--- config.mk ---
export PLATFORM = sky130hd
export DESIGN_NAME = dbus_lane_arbiter
export DESIGN_NICKNAME = d
export VERILOG_FILES = /design/src/rtl/dbus_lane_arbiter_pkg.sv /design/src/rtl/dbus_lane_arbiter_watchdog.sv /design/src/rtl/dbus_lane_arbiter.sv
export SDC_FILE = /design/constraint.sdc
export NUM_CORES = 1
export LEC_CHECK = 0
export CORE_AREA = 2 2 126 128
export CTS_CLUSTER_DIAMETER = 50
export DETAILED_ROUTE_END_ITERATION = 7
export DIE_AREA = 0 0 128 130
export GPL_ROUTABILITY_DRIVEN = 1
export PLACE_DENSITY = 0.71
export SLEW_MARGIN = 20
export SYNTH_ARGS = -nofsm -noshare
export SYNTH_HDL_FRONTEND = slang
export SYNTH_SLANG_ARGS = --single-unit
--- constraint.sdc ---
create_clock -name clk -period 4.84 [get_ports clk]
set_input_delay 1.452 -clock clk [delete_from_list [all_inputs] [get_ports clk]]
set_output_delay 1.452 -clock clk [all_outputs]
set_load 0.05 [all_outputs]
--- src/rtl/dbus_lane_arbiter_pkg.sv ---
`default_nettype none
// ============================================================================
// Module      : dbus_lane_arbiter_pkg
// Description : Shared data-bus request/response types and arbiter state encoding.
// Revision    : 1.0 - initial release
// ============================================================================
package dbus_lane_arbiter_pkg;

    typedef struct packed {
        logic        valid;
        logic [31:0] addr;
        logic [2:0]  size;
        logic [3:0]  strobe;
        logic [31:0] data;
    } dbus_req_t;

    typedef struct packed {
        logic        addr_ok;
        logic        data_ok;
        logic [31:0] data;
    } dbus_resp_t;

    typedef enum logic [2:0] {
        ST_IDLE    = 3'd0,
        ST_L1_ADDR = 3'd1,
        ST_L1_DATA = 3'd2,
        ST_L2_ADDR = 3'd3,
        ST_L2_DATA = 3'd4,
        ST_HOLD    = 3'd5
    } arb_state_t;

    // True while a bus transaction is pending (request phase or data phase).
    function automatic logic bus_wait_state(input arb_state_t s);
        return (s == ST_L1_ADDR) || (s == ST_L1_DATA) ||
               (s == ST_L2_ADDR) || (s == ST_L2_DATA);
    endfunction

endpackage
`default_nettype wire

--- src/rtl/dbus_lane_arbiter_watchdog.sv ---
`default_nettype none
// ============================================================================
// Module      : dbus_lane_arbiter_watchdog
// Description : Debug watchdog; single pulse after TIMEOUT_CYCLES waiting cycles.
// Revision    : 1.0 - initial release
// ============================================================================
module dbus_lane_arbiter_watchdog #(
    parameter int TIMEOUT_CYCLES = 0,
    parameter int CNT_W          = 8
) (
    input  logic clk,
    input  logic rst,
    input  logic i_clear,
    input  logic i_waiting,
    output logic o_timeout
);

    localparam logic [CNT_W-1:0] C_LIMIT = CNT_W'(TIMEOUT_CYCLES);
    localparam logic [CNT_W-1:0] C_ONE   = CNT_W'(1);

    logic [CNT_W-1:0] r_cnt;
    logic             r_pulse;

    // With TIMEOUT_CYCLES = 0 the limit equals the reset value, so nothing counts.
    always_ff @(posedge clk or posedge rst) begin
        if (rst) begin
            r_cnt   <= '0;
            r_pulse <= 1'b0;
        end else begin
            r_pulse <= 1'b0;
            if (i_clear) begin
                r_cnt <= '0;
            end else if (i_waiting && (r_cnt != C_LIMIT)) begin
                r_cnt   <= r_cnt + C_ONE;
                r_pulse <= (r_cnt == C_LIMIT - C_ONE);
            end
        end
    end

    assign o_timeout = r_pulse;

endmodule
`default_nettype wire

--- src/rtl/dbus_lane_arbiter.sv ---
`default_nettype none
// ============================================================================
// Module      : dbus_lane_arbiter
// Description : Serialises two memory-lane requests onto one dbus in program order.
// Revision    : 1.0 - initial release
// ============================================================================
module dbus_lane_arbiter
    import dbus_lane_arbiter_pkg::*;
#(
    parameter int TIMEOUT_CYCLES = 0,
    parameter int CNT_W          = 8
) (
    input  logic       clk,
    input  logic       reset,
    input  dbus_req_t  req_1,
    input  dbus_req_t  req_2,
    input  logic       kill_2,
    input  logic       flush,
    input  logic       advance,
    output dbus_resp_t resp_1,
    output dbus_resp_t resp_2,
    output logic       done_1,
    output logic       done_2,
    output dbus_req_t  dreq,
    input  dbus_resp_t dresp,
    output logic       bus_timeout
);

    arb_state_t r_state;
    arb_state_t w_next;
    arb_state_t w_after_l1;
    logic       r_flushed;
    logic       w_keep;
    logic       w_lat_1;
    logic       w_lat_2;
    logic       w_flush_set;
    dbus_resp_t r_resp_1;
    dbus_resp_t r_resp_2;
    dbus_resp_t w_fill;

    // A flush seen at or after addr_ok lets the transaction finish but discards its data.
    assign w_keep = !(flush || r_flushed);
    assign w_fill = '{addr_ok: 1'b1, data_ok: 1'b1, data: dresp.data};

    always_comb begin
        w_next      = r_state;
        w_after_l1  = (req_2.valid && !kill_2 && w_keep) ? ST_L2_ADDR : ST_HOLD;
        w_lat_1     = 1'b0;
        w_lat_2     = 1'b0;
        w_flush_set = 1'b0;
        dreq        = '0;
        done_1      = 1'b0;
        done_2      = 1'b0;
        case (r_state)
            ST_IDLE: begin
                if (flush)                      w_next = ST_HOLD;
                else if (req_1.valid)           w_next = ST_L1_ADDR;
                else if (req_2.valid && !kill_2) w_next = ST_L2_ADDR;
                else                            w_next = ST_HOLD;
            end
            ST_L1_ADDR: begin
                dreq   = req_1;
                done_2 = !req_2.valid;
                if (dresp.addr_ok) begin
                    if (dresp.data_ok) begin
                        w_lat_1 = w_keep;
                        w_next  = w_after_l1;
                    end else begin
                        w_flush_set = flush;
                        w_next      = ST_L1_DATA;
                    end
                end else if (flush) begin
                    w_next = ST_HOLD;
                end
            end
            ST_L1_DATA: begin
                done_2 = !req_2.valid;
                if (dresp.data_ok) begin
                    w_lat_1 = w_keep;
                    w_next  = w_after_l1;
                end else begin
                    w_flush_set = flush;
                end
            end
            ST_L2_ADDR: begin
                dreq   = req_2;
                done_1 = 1'b1;
                if (dresp.addr_ok) begin
                    if (dresp.data_ok) begin
                        w_lat_2 = w_keep;
                        w_next  = ST_HOLD;
                    end else begin
                        w_flush_set = flush;
                        w_next      = ST_L2_DATA;
                    end
                end else if (flush || kill_2) begin
                    w_next = ST_HOLD;
                end
            end
            ST_L2_DATA: begin
                done_1 = 1'b1;
                if (dresp.data_ok) begin
                    w_lat_2 = w_keep;
                    w_next  = ST_HOLD;
                end else begin
                    w_flush_set = flush;
                end
            end
            ST_HOLD: begin
                done_1 = 1'b1;
                done_2 = 1'b1;
                if (advance) w_next = ST_IDLE;
            end
            default: w_next = ST_IDLE;
        endcase
    end

    always_ff @(posedge clk or posedge reset) begin
        if (reset) begin
            r_state   <= ST_IDLE;
            r_flushed <= 1'b0;
            r_resp_1  <= '0;
            r_resp_2  <= '0;
        end else begin
            r_state <= w_next;
            if (r_state == ST_HOLD)  r_flushed <= 1'b0;
            else if (w_flush_set)    r_flushed <= 1'b1;
            if (r_state == ST_HOLD && advance) begin
                r_resp_1 <= '0;
                r_resp_2 <= '0;
            end
            if (w_lat_1) r_resp_1 <= w_fill;
            if (w_lat_2) r_resp_2 <= w_fill;
        end
    end

    assign resp_1 = r_resp_1;
    assign resp_2 = r_resp_2;

    dbus_lane_arbiter_watchdog #(
        .TIMEOUT_CYCLES (TIMEOUT_CYCLES),
        .CNT_W          (CNT_W)
    ) u_watchdog (
        .clk       (clk),
        .rst       (reset),
        .i_clear   (w_next != r_state),
        .i_waiting (bus_wait_state(r_state)),
        .o_timeout (bus_timeout)
    );

    a_advance_in_hold: assert property (@(posedge clk) disable iff (reset)
        advance |-> (r_state == ST_HOLD));

endmodule
`default_nettype wire

Word level (Yosys, flattened, before mapping)
Cells that the tools add are included.

Bits in registers: 81. Output and inout bits: 143.

Eq/ne operators: 7. Multiplexer cells: 33. $add $sub $neg: 1. Reductions and logical operators: 22.

Operators with widths (number): $pmux W72 S2 (1); $mux W34 (3); $mux W3 (12); $pmux W3 S6 (1); $mux W8 (2); $mux W1 (10); $add A8 B1 Y8 const B (1); $eq A8 B8 Y1 const B (1); $pmux W1 S2 (4); $reduce_bool A2 Y1 (4); $reduce_bool A8 Y1 (1); $eq A3 B2 Y1 const B (2); $eq A3 B3 Y1 const B (2); $reduce_or A2 Y1 (3); $logic_or A1 B1 Y1 (5); $logic_and A1 B1 Y1 (4); $eq A3 B1 Y1 const B (1); $logic_not A1 Y1 (3); $logic_not A3 Y1 (1); $ne A3 B3 Y1 (1); $reduce_or A3 Y1 (1).

Depth between registers and ports, before layout
Gate-level depths: netlist of run 1.

Depth after elaboration: 9. Mapped depth: 7. Gate-level depth less buffers: 6.

By module
A second synthesis of run 1 with hierarchy kept.

Cell total of the unflattened synthesis: 486. Area, all modules: 4235.3 µm².

Modules (own cells, without submodules): dbus_lane_arbiter (seq. area each 1751.7 µm², area an instance 3753.6 µm², instances 1, cells each 435); dbus_lane_arbiter_watchdog (seq. area each 225.2 µm², area an instance 481.7 µm², instances 1, cells each 51).

Least setup slack after synthesis of run 1
OpenSTA, ideal clock, no wires.

Path kind: input-to-output. Start point: input port req_2[71] (netlist name). End point: output port done_2. Stages on the path: 1. Slack: 1.157 ns. Arrival time: 2.231 ns. Path through: a21oi_1.

Word-level cells in the longest chain between the ends: 2.

Ends and longest elaborated chain: start: declaration (line dbus_lane_arbiter.sv:16) `input dbus_req_t req_2,`; $logic_not A1 Y1 (line dbus_lane_arbiter.sv:63, dbus_lane_arbiter.sv:77); $pmux W1 S2 (line dbus_lane_arbiter.sv:54) `case (r_state)`; end: declaration (line dbus_lane_arbiter.sv:23) `output logic done_2,`.

No other way between the ends.

==> impl_metrics.py, run 1 <==
metrics = {
    "placed_design": {
        "dp_hpwl_um": 15800,
        "port_buffers": 325,
        "placement.cell_area_sq_um": 7800,
        "gp_congestion": 1.06,
    },
    "synth": {
        "seq_area_frac_synth": 0.438,
        "ys_seq_elements": 79,
        "synth_nets": 647,
        "async_flop_share": 1.00,
        "netlist_area_sq_um": 4520,
        "yosysWarningCount": 0,
        "synth-main-ff-cell": "dfrtp_1",
        "synth_cells": 462,
        "netlist-cell-type-count": 49,
        "postSynthAreaPerCell_sq_um": 9.77,
        "synth-edff-count": 0,
    },
    "global_routing": {
        "grt_pass1_vias": 4831,
        "grt_usage": 0.230,
        "antenna_found_initial": 4,
        "grt_max_degree": 73,
        "overflow": 0,
        "grt_pass1_wl_um": 28900,
    },
    "critical_path": {
        "crit_path_frequent_cell": "clkdlybuf4s50_1",
        "cp_cell_sequence": "clkdlybuf4s50_1 > a22o_1 > clkdlybuf4s50_1",
        "endpoint_kind": "output port",
        "worstPathRequired_ns": 3.39,
        "max_stage_delay_ns": 0.82,
        "crit_buf_inv": 2,
        "crit_family": "buffers and inverters",
        "worstSetupStartpointType": "primary input",
        "critPathMaxFanout": 1,
        "worstSetupPathType": "primary input to output port",
        "critPathSlowestCell": "clkdlybuf4s50_1",
        "cp.arrival_ns": 3.05,
    },
    "timing": {
        "min_period_over_period": 0.930,
        "period_needed_ns": 4.50,
        "worstMarginPinSlew_ns": 1.01,
        "drv_slew": 0,
        "fmax_mhz": 222,
        "final.setup.tns_ns": 0,
        "rsz0062_at_grt": "no",
        "fin_hold_ws_ns": 0.501,
        "fin_skew_ns": 0.00986,
        "hold_violations": 0,
        "finalSetupViolCount": 0,
        "relSlewSlack": 0.324,
    },
    "power_and_ir_drop": {
        "comb_power_share": 0.683,
        "power_density_nw_per_um2": 697,
        "p_switching_mw": 3.06,
        "switching_share": 0.540,
        "internal_power_mw": 2.61,
        "p_clk_frac": 0.120,
        "p_leak_nw": 3.43,
        "ir_worst_vdd_uv": 354,
        "seq_power_share": 0.197,
    },
    "drt": {
        "vias": 4821,
        "dr.pass1.iters": 4,
        "drt_iter0_drc": 174,
        "drt-met1-wl_um": 7820,
        "dr_wl_met2_um": 9860,
        "met3WireLength_um": 1590,
        "drtAntennaViolNets": 0,
        "top_layer": "met4",
        "wl_um": 19900,
        "viasPerCell": 5.02,
        "avgRoutedWirePerCell_um": 20.7,
        "drc": 0,
    },
    "clocking": {
        "clk_pin_slew_ns": 0.06,
        "clock_sinks": 79,
        "root_buffer": "clkbuf_16",
        "htree_levels": 3,
        "clock_path_buffers": 2,
        "post-cts-setup-buffers": 0,
        "clk-insertion-delay-late_ns": 0.34,
        "cts_inserted_buffers": 9,
        "hold_buffers": 0,
        "cts_resized": 0,
        "cts_tree": "done",
    },
    "final_layout": {
        "fillers": 1374,
        "area_growth_pct": 80.2,
        "regArea_sq_um": 1980,
        "final_cell_area_sq_um": 8140,
        "multi_input_area_sq_um": 2150,
        "drive_gt1_frac": 0.134,
        "layout_common_cells": "clkdlybuf4s50_1, dfrtp_1, a22o_1",
        "layout_commonest_cell": "clkdlybuf4s50_1",
        "nets": 944,
    },
    "hold_path": {
        "min_path_type": "flip-flop to flip-flop",
    },
    "outcome": {
        "status": "finished clean",
    },
    "floorplanning": {
        "dieArea_sq_um": 16600,
        "chipWidth_um": 128,
        "rows": 46,
        "initial_utilization": 0.293,
        "ioPinCount": 326,
        "core_sq_um": 15400,
        "die_h_um": 130,
    },
    "flow_run": {
        "maxCapViolCount": 0,
    },
}
-- synthesized netlist by cell type, types with 2 or more instances --
cell,count,share of area
nand3_1,42,0.047
buf_6,6,0.015
buf_2,30,0.033
clkbuf_1,6,0.0050
a211o_1,2,0.0039
ha_1,2,0.0055
or3b_1,2,0.0039
buf_4,3,0.0050
nand3b_1,2,0.0033
a22o_1,72,0.14
nand4_1,3,0.0042
nor4_1,3,0.0042
o21ai_0,34,0.038
nand2_1,12,0.010
nor2b_1,2,0.0028
o21ai_2,32,0.062
nor3_1,4,0.0044
a21oi_1,7,0.0078
inv_1,40,0.033
nor4b_1,2,0.0039
xnor2_1,5,0.0097
a31oi_1,2,0.0028
dfrtp_1,79,0.44
nor2_1,15,0.012
and3_1,2,0.0028
nand3_2,27,0.060
and2_1,2,0.0028
o21ai_1,2,0.0022
nand2b_1,2,0.0028
-- worst min-delay path, stage by stage (launching register included) --
cell,delay (ns)
dfrtp_1,0.35
nand3_2,0.07
o21ai_2,0.05
-- flip-flops by register name (all words and copies together), names as in the netlist --
name,flops
u_watchdog.o_timeout,1
r_flushed,1
resp_2,33
r_state,3
u_watchdog.r_cnt,8
resp_1,33
-- logic make-up (layout without fill, tap and decap cells) --
kind of cell,after synthesis,after routing,share of synthesized area
mux,1,1,0.00222
fa+ha+maj,2,2,0.00554
xor+xnor,6,6,0.0116
simple gates,125,125,0.172
flops,79,79,0.438
other cells,0,4,0
compound gates,163,163,0.278
buf+inv,86,388,0.0925
-- path summary, 6_finish.rpt --
check	from	end	slack, ns	cells past startpoint
hold reg to reg	resp_1[10]$_DFFE_PP0P_	resp_1[10]$_DFFE_PP0P_	0.50	2
min in group asynchronous	reset	resp_1[33]$_DFFE_PP0P_	1.63	2
setup / recovery	req_2[34]	dreq[34]	0.34	3
setup reg to reg	r_state[0]$_DFF_PP0_	resp_1[3]$_DFFE_PP0P_	2.54	4
hold / removal	resp_1[10]$_DFFE_PP0P_	resp_1[10]$_DFFE_PP0P_	0.50	2
max in group asynchronous	reset	resp_1[30]$_DFFE_PP0P_	2.46	3
-- power by group through the flow --
stage | Clock (mW) | Sequential [mW] | Combinational, mW
after floorplan | 0 | 1.95 | 1.69
after global placement | 0 | 1.11 | 3.84
after detailed placement | 0 | 1.12 | 3.88
after CTS | 0.699 | 1.12 | 3.89
after global routing | 0.728 | 1.15 | 4.05
final | 0.682 | 1.12 | 3.87
-- per-layer routing --
metal  vias to the layer above  global-route usage
met5                         -                   0
met4                         0              0.0976
met2                       191               0.396
li1                       2273                   -
met3                        32              0.0779
met1                      2325               0.262
-- stage by stage --
step           setup slack (ns)   util  total power [mW]  instances
2_1_floorplan              1.16      -              3.65        462
3_3_place_gp              0.375  0.506              4.95        939
3_5_place_dp              0.361  0.506              5.00        939
4_1_cts                   0.361  0.525              5.70        955
5_1_grt                   0.234  0.527              5.93        960
6_report                  0.341  0.527              5.67        960
-- layout make-up --
class                           count  share of cell area
Antenna cell                        4             0.00123
Clock buffer                       11              0.0298
Clock inverter                      5             0.00692
Inverter                           40              0.0186
Multi-Input combinational cell    297               0.264
Sequential cell                    79               0.243
Tap cell                          192              0.0295
Timing Repair Buffer              332               0.407
(Power assumes the default switching activity.)
==> run 2: changes to the inputs <==
Settings changed: CORE_AREA 2 2 126 128 to 2 2 128 130, DIE_AREA 0 0 128 130 to 0 0 130 132, PLACE_DENSITY 0.71 to 0.69.
Clock period 4.84 ns to 4.3 ns, I/O delays scaled along.
==> run 2 against run 1 <==
Clock skew shrank 0.0043 ns. Clock power rose by 22%. Sequential power grew 11%. Core utilization fell by 1.5 points. Wire length down 4.4%. Worst setup slack better by 0.015 ns. Die area up 3.1%. Via count is 0.83% higher. First-iteration DRC count is 74% higher. Combinational power up 11%. Critical endpoint is now dreq[65].
==> impl_metrics.py, run 2 (synthesized netlist as in run 1, its figures left out) <==
metrics = {
    "drt": {
        "dr.pass1.iters": 4,
        "avgRoutedWirePerCell_um": 19.3,
        "wl_um": 19000,
        "drt_iter0_drc": 302,
        "viasPerCell": 4.93,
        "vias": 4861,
        "drc": 0,
        "drtAntennaViolNets": 0,
    },
    "timing": {
        "fmax_mhz": 254,
        "fin_hold_ws_ns": 0.500,
        "hold_violations": 0,
        "period_needed_ns": 3.94,
        "worstMarginPinSlew_ns": 1.01,
        "rsz0062_at_grt": "no",
        "fin_skew_ns": 0.00553,
        "relSlewSlack": 0.328,
        "final.setup.tns_ns": 0,
        "finalSetupViolCount": 0,
        "drv_slew": 0,
        "min_period_over_period": 0.917,
    },
    "global_routing": {
        "grt_usage": 0.216,
        "grt_pass1_vias": 4917,
        "antenna_found_initial": 4,
        "grt_pass1_wl_um": 28300,
        "overflow": 0,
        "grt_max_degree": 67,
    },
    "critical_path": {
        "critPathSlowestCell": "dfrtp_1",
        "critPathMaxFanout": 28,
        "cp_cell_sequence": "and2b_1 > and2_2 > buf_4 > a22o_1 > buf_4",
        "worstSetupPathType": "flip-flop to output port",
        "crit_path_frequent_cell": "buf_4",
        "max_stage_delay_ns": 0.71,
        "r2r_slack_ns": 2.05,
        "worstSetupStartpointType": "flip-flop",
        "r2r_end": "resp_1[3]$_DFFE_PP0P_",
        "endpoint_kind": "output port",
        "rr_worst_depth": 4,
        "cp.arrival_ns": 2.65,
        "worstPathRequired_ns": 3.01,
        "worstReg2RegStart": "r_state[0]$_DFF_PP0_",
    },
    "placed_design": {
        "gp_congestion": 1.04,
        "port_buffers": 325,
        "dp_hpwl_um": 15400,
    },
    "power_and_ir_drop": {
        "internal_power_mw": 2.92,
        "ir_worst_vdd_uv": 541,
        "switching_share": 0.540,
        "power_density_nw_per_um2": 791,
        "p_leak_nw": 3.55,
        "seq_power_share": 0.195,
        "p_clk_frac": 0.131,
        "comb_power_share": 0.674,
        "p_switching_mw": 3.44,
    },
    "floorplanning": {
        "core_sq_um": 15700,
        "dieArea_sq_um": 17200,
        "rows": 46,
        "initial_utilization": 0.287,
        "ioPinCount": 326,
        "chipWidth_um": 130,
        "die_h_um": 132,
    },
    "final_layout": {
        "finish.utilization": 0.512,
        "layout_common_cells": "clkdlybuf4s50_1, buf_4, dfrtp_1",
        "regArea_sq_um": 1980,
        "drive_gt1_frac": 0.214,
        "area_growth_pct": 78.2,
        "nets": 947,
        "layout_commonest_cell": "clkdlybuf4s50_1",
        "fillers": 1455,
        "multi_input_area_sq_um": 2150,
    },
    "clocking": {
        "cts_resized": 0,
        "root_buffer": "clkbuf_16",
        "clock_sinks": 79,
        "clk-insertion-delay-late_ns": 0.33,
        "clock_path_buffers": 2,
        "htree_levels": 3,
        "post-cts-setup-buffers": 0,
        "hold_buffers": 0,
        "cts_tree": "done",
        "clk_pin_slew_ns": 0.06,
        "cts_inserted_buffers": 9,
    },
    "hold_path": {
        "min_path_type": "flip-flop to flip-flop",
        "hold_path_end": "resp_1[24]$_DFFE_PP0P_",
        "worstHoldPathCells": 2,
        "hold_start": "resp_1[24]$_DFFE_PP0P_",
    },
    "flow_run": {
        "maxCapViolCount": 0,
    },
    "outcome": {
        "status": "finished clean",
    },
}
[run 2: layer usage]
metal | up-vias | GRT usage | share of wire
li1 | 2277 | - | -
met1 | 2294 | 0.256 | 0.39
met2 | 257 | 0.360 | 0.49
met3 | 33 | 0.0710 | 0.10
met4 | 0 | 0.0812 | 0.022
met5 | - | 0 | 0
[run 2: cell type report]
type	instances	share of cell area
antenna	4	0.00124
clock buffer	9	0.0280
clock inverter	7	0.0128
inverter	40	0.0188
multi-input combinational	297	0.267
sequential	79	0.246
tap	216	0.0336
timing repair buffer	335	0.392
[run 2: power by group through the flow]
stage	clock network (mW)	registers [mW]	logic, mW
final	0.833	1.24	4.29
after global placement	0	1.23	4.27
after detailed placement	0	1.24	4.30
after CTS	0.854	1.25	4.30
after global routing	0.883	1.28	4.49
after floorplan	0	2.20	1.91
[run 2: worst max-delay path, delay by kind of cell, from the launching register on]
kind,cells,cell delay [ns]
AO/OA/AOI/OAI,1,0.22
buffers and inverters,2,0.50
flip-flops,1,0.71
AND/OR/NAND/NOR,2,0.87
[run 2: per-stage QoR]
stage	power (mW)	worst slack, ns	cells	cell area, sq um
floorplan	4.10	0.941	462	4520
global placement	5.50	0.688	967	7700
detailed placement	5.54	0.704	967	7700
CTS	6.40	0.374	983	8030
global route	6.66	0.150	987	8050
finish	6.36	0.355	987	8050
[run 2: worst max path at each step]
stage | startpoint | end | slack (ns)
floorplan | req_2[71] | done_2 | 0.94
global placement | req_2[57] | dreq[57] | 0.69
detailed placement | req_2[57] | dreq[57] | 0.70
CTS | r_state[0]$_DFF_PP0_ | dreq[2] | 0.37
global route | r_state[0]$_DFF_PP0_ | dreq[2] | 0.15
finish | r_state[0]$_DFF_PP0_ | dreq[65] | 0.36
==> run 3: changes to the inputs <==
Settings changed: CORE_AREA 2 2 128 130 to 2 2 125 127, DIE_AREA 0 0 130 132 to 0 0 127 129, PLACE_DENSITY 0.69 to not set, PLACE_DENSITY_LB_ADDON set to 0.15, SYNTH_HIERARCHICAL set to 1.
==> run 3 against run 2 <==
Sequential share of layout area increased by 0.99 points. First-iteration DRC count decreased by 1.3%. Final area decreased by 3.9%. Register-to-register slack got worse by 0.39 ns. Combinational power decreased by 6.8%. Via count decreased by 1.5%. Power decreased by 7.6%. Clock skew increased by 0.00093 ns. Core utilization increased by 0.43 points. Synthesized cell count increased by 5.2%. Global-route usage increased by 1.0 points. Largest power group unchanged.
==> impl_metrics.py, run 3 <==
metrics = {
    "timing": {
        "hold_violations": 0,
        "period_needed_ns": 3.72,
        "worstMarginPinSlew_ns": 0.826,
        "rsz0062_at_grt": "no",
        "min_period_over_period": 0.866,
        "setup_ws_ns": 0.576,
        "relSlewSlack": 0.449,
        "finalSetupViolCount": 0,
        "final.setup.tns_ns": 0,
        "fin_skew_ns": 0.00646,
        "fmax_mhz": 268,
        "drv_slew": 0,
    },
    "global_routing": {
        "overflow": 0,
        "antenna_found_initial": 0,
        "grt_max_degree": 74,
        "grt_pass1_wl_um": 27700,
        "grt_usage": 0.226,
        "grt_pass1_vias": 4634,
    },
    "drt": {
        "wl_um": 19100,
        "met3WireLength_um": 1400,
        "top_layer": "met4",
        "drtAntennaViolNets": 0,
        "viasPerCell": 4.90,
        "drt-met1-wl_um": 8600,
        "drc": 0,
        "drt_iter0_drc": 298,
        "dr.pass1.iters": 4,
        "vias": 4787,
        "avgRoutedWirePerCell_um": 19.6,
        "dr_wl_met2_um": 8870,
    },
    "clocking": {
        "htree_levels": 3,
        "clock_path_buffers": 2,
        "cts_inserted_buffers": 9,
        "cts_resized": 0,
        "cts_tree": "done",
        "post-cts-setup-buffers": 0,
        "clock_sinks": 79,
        "clk_pin_slew_ns": 0.06,
        "root_buffer": "clkbuf_16",
        "clk-insertion-delay-late_ns": 0.33,
        "hold_buffers": 0,
    },
    "flow_run": {
        "maxCapViolCount": 0,
    },
    "synth": {
        "synth_top_area_share": 0.467,
        "postSynthAreaPerCell_sq_um": 8.71,
        "synth_nets": 671,
        "synth_top_area_cell": "dfrtp_1",
        "synth_cells": 486,
        "ys_seq_elements": 79,
        "synth-main-ff-cell": "dfrtp_1",
        "yosys-top-cells-count": "nand2_1, dfrtp_1, a22o_1, o21ai_1, buf_2",
        "yosysMostFrequentCell": "nand2_1",
        "netlist-cell-type-count": 46,
        "async_flop_share": 1.00,
        "yosysWarningCount": 6,
        "ys_top_cells_by_area": "dfrtp_1, a22o_1, nand2_1, o21ai_1, buf_2",
        "netlist_area_sq_um": 4240,
        "seq_area_frac_synth": 0.467,
        "synth-edff-count": 0,
    },
    "final_layout": {
        "drive_gt1_frac": 0.129,
        "layout_common_cells": "clkdlybuf4s50_1, nand2_1, dfrtp_1",
        "layout_commonest_cell": "clkdlybuf4s50_1",
        "fillers": 1385,
        "finish.utilization": 0.516,
        "nets": 970,
        "area_growth_pct": 82.6,
        "diodes": 0,
    },
    "placed_design": {
        "gp_congestion": 0.906,
        "dp_hpwl_um": 15400,
        "port_buffers": 325,
        "dp_slack_ns": 0.504,
    },
    "power_and_ir_drop": {
        "switching_share": 0.543,
        "p_clk_frac": 0.114,
        "ir_worst_vdd_uv": 339,
        "power_density_nw_per_um2": 760,
        "p_switching_mw": 3.19,
        "internal_power_mw": 2.69,
        "comb_power_share": 0.681,
        "p_total_mw": 5.88,
        "p_leak_nw": 3.34,
        "seq_power_share": 0.206,
    },
    "critical_path": {
        "cp_cell_sequence": "clkdlybuf4s50_1 > inv_1 > o21ai_0 > buf_12",
        "endpoint_kind": "output port",
        "critPathSlowestCell": "clkdlybuf4s50_1",
        "worstPathRequired_ns": 3.01,
        "cp.arrival_ns": 2.43,
        "critPathMaxFanout": 3,
        "crit_buf_inv": 3,
        "worstSetupStartpointType": "primary input",
        "worstSetupPathType": "primary input to output port",
        "max_stage_delay_ns": 0.50,
        "crit_family": "buffers and inverters",
    },
    "floorplanning": {
        "chipWidth_um": 127,
        "core_sq_um": 15000,
        "rows": 45,
        "initial_utilization": 0.283,
        "dieArea_sq_um": 16400,
        "ioPinCount": 326,
        "die_h_um": 129,
    },
    "outcome": {
        "status": "finished clean",
    },
    "hold_path": {
        "min_path_type": "flip-flop to flip-flop",
    },
}
run 3: cell types whose count changed after synthesis, sizes merged, moves of 3 or more:
cell    before  now
buf         39   26
clkbuf       7   17
inv         40   12
nand2       12  139
nand2b       2    5
nand3       69    2
nor2        15   12
o22ai        0    3
xnor2        5    2
run 3: logic make-up (layout without fill, tap and decap cells):
group	after synthesis	after routing	share of synthesized area
muxes	3	3	0.00739
xor gates and xnor gates	3	3	0.00620
buffers and inverters	55	358	0.0606
adders and majority gates	3	3	0.00827
DFF	79	79	0.467
and+or+nand+nor	175	175	0.173
AOI/OAI and AO/OA	168	168	0.278
run 3: power groups by stage:
stage	combinational (mW)	sequential, mW	clock [mW]
5_1_grt	4.19	1.25	0.733
6_report	4.00	1.21	0.669
4_1_cts	4.03	1.21	0.696
2_1_floorplan	1.77	2.05	0
3_3_place_gp	4.00	1.21	0
3_5_place_dp	4.01	1.22	0
run 3: through the flow:
stage                     hold WS [ns]  instance area, sq um  std cells
final                            0.512                  7730        977
after global routing             0.542                  7730        977
after CTS                        0.517                  7730        977
after detailed placement         0.508                  7480        962
after global placement           0.503                  7480        962
after floorplan                  0.506                  4240        486
run 3: final cells by class:
type | instances | area (sq um) | share of cell area
Clock buffer | 12 | 236 | 0.0306
Sequential cell | 79 | 1980 | 0.256
Clock inverter | 3 | 21.3 | 0.00275
Inverter | 12 | 45.0 | 0.00582
Tap cell | 188 | 235 | 0.0304
Timing Repair Buffer | 331 | 3190 | 0.413
Multi-Input combinational cell | 352 | 2030 | 0.262
run 3: routing by layer:
metal / vias to the layer above / track usage
met2: 203 / 0.339
li1: 2309 / -
met3: 16 / 0.0674
met1: 2259 / 0.319
met4: 0 / 0.0601
met5: - / 0
run 3: worst min-delay path, cell delays in order, from the launching register on:
cell and delay (ns):
dfrtp_1 0.37, nand2_1 0.06, o21ai_1 0.05
run 3: final timing paths:
check                      slack [ns]  cells past startpoint             startpoint                               to
hold / removal                   0.51                      2  resp_2[3]$_DFFE_PP0P_            resp_2[3]$_DFFE_PP0P_
hold reg to reg                  0.51                      2  resp_2[3]$_DFFE_PP0P_            resp_2[3]$_DFFE_PP0P_
min in group asynchronous        1.29                      2                  reset  u_watchdog/r_cnt[1]$_DFFE_PP0P_
setup reg to reg                 1.66                      6   r_state[0]$_DFF_PP0_  u_watchdog/r_cnt[0]$_DFFE_PP0P_
setup / recovery                 0.58                      4              req_2[71]                         dreq[71]
max in group asynchronous        2.15                      3                  reset           resp_2[27]$_DFFE_PP0P_
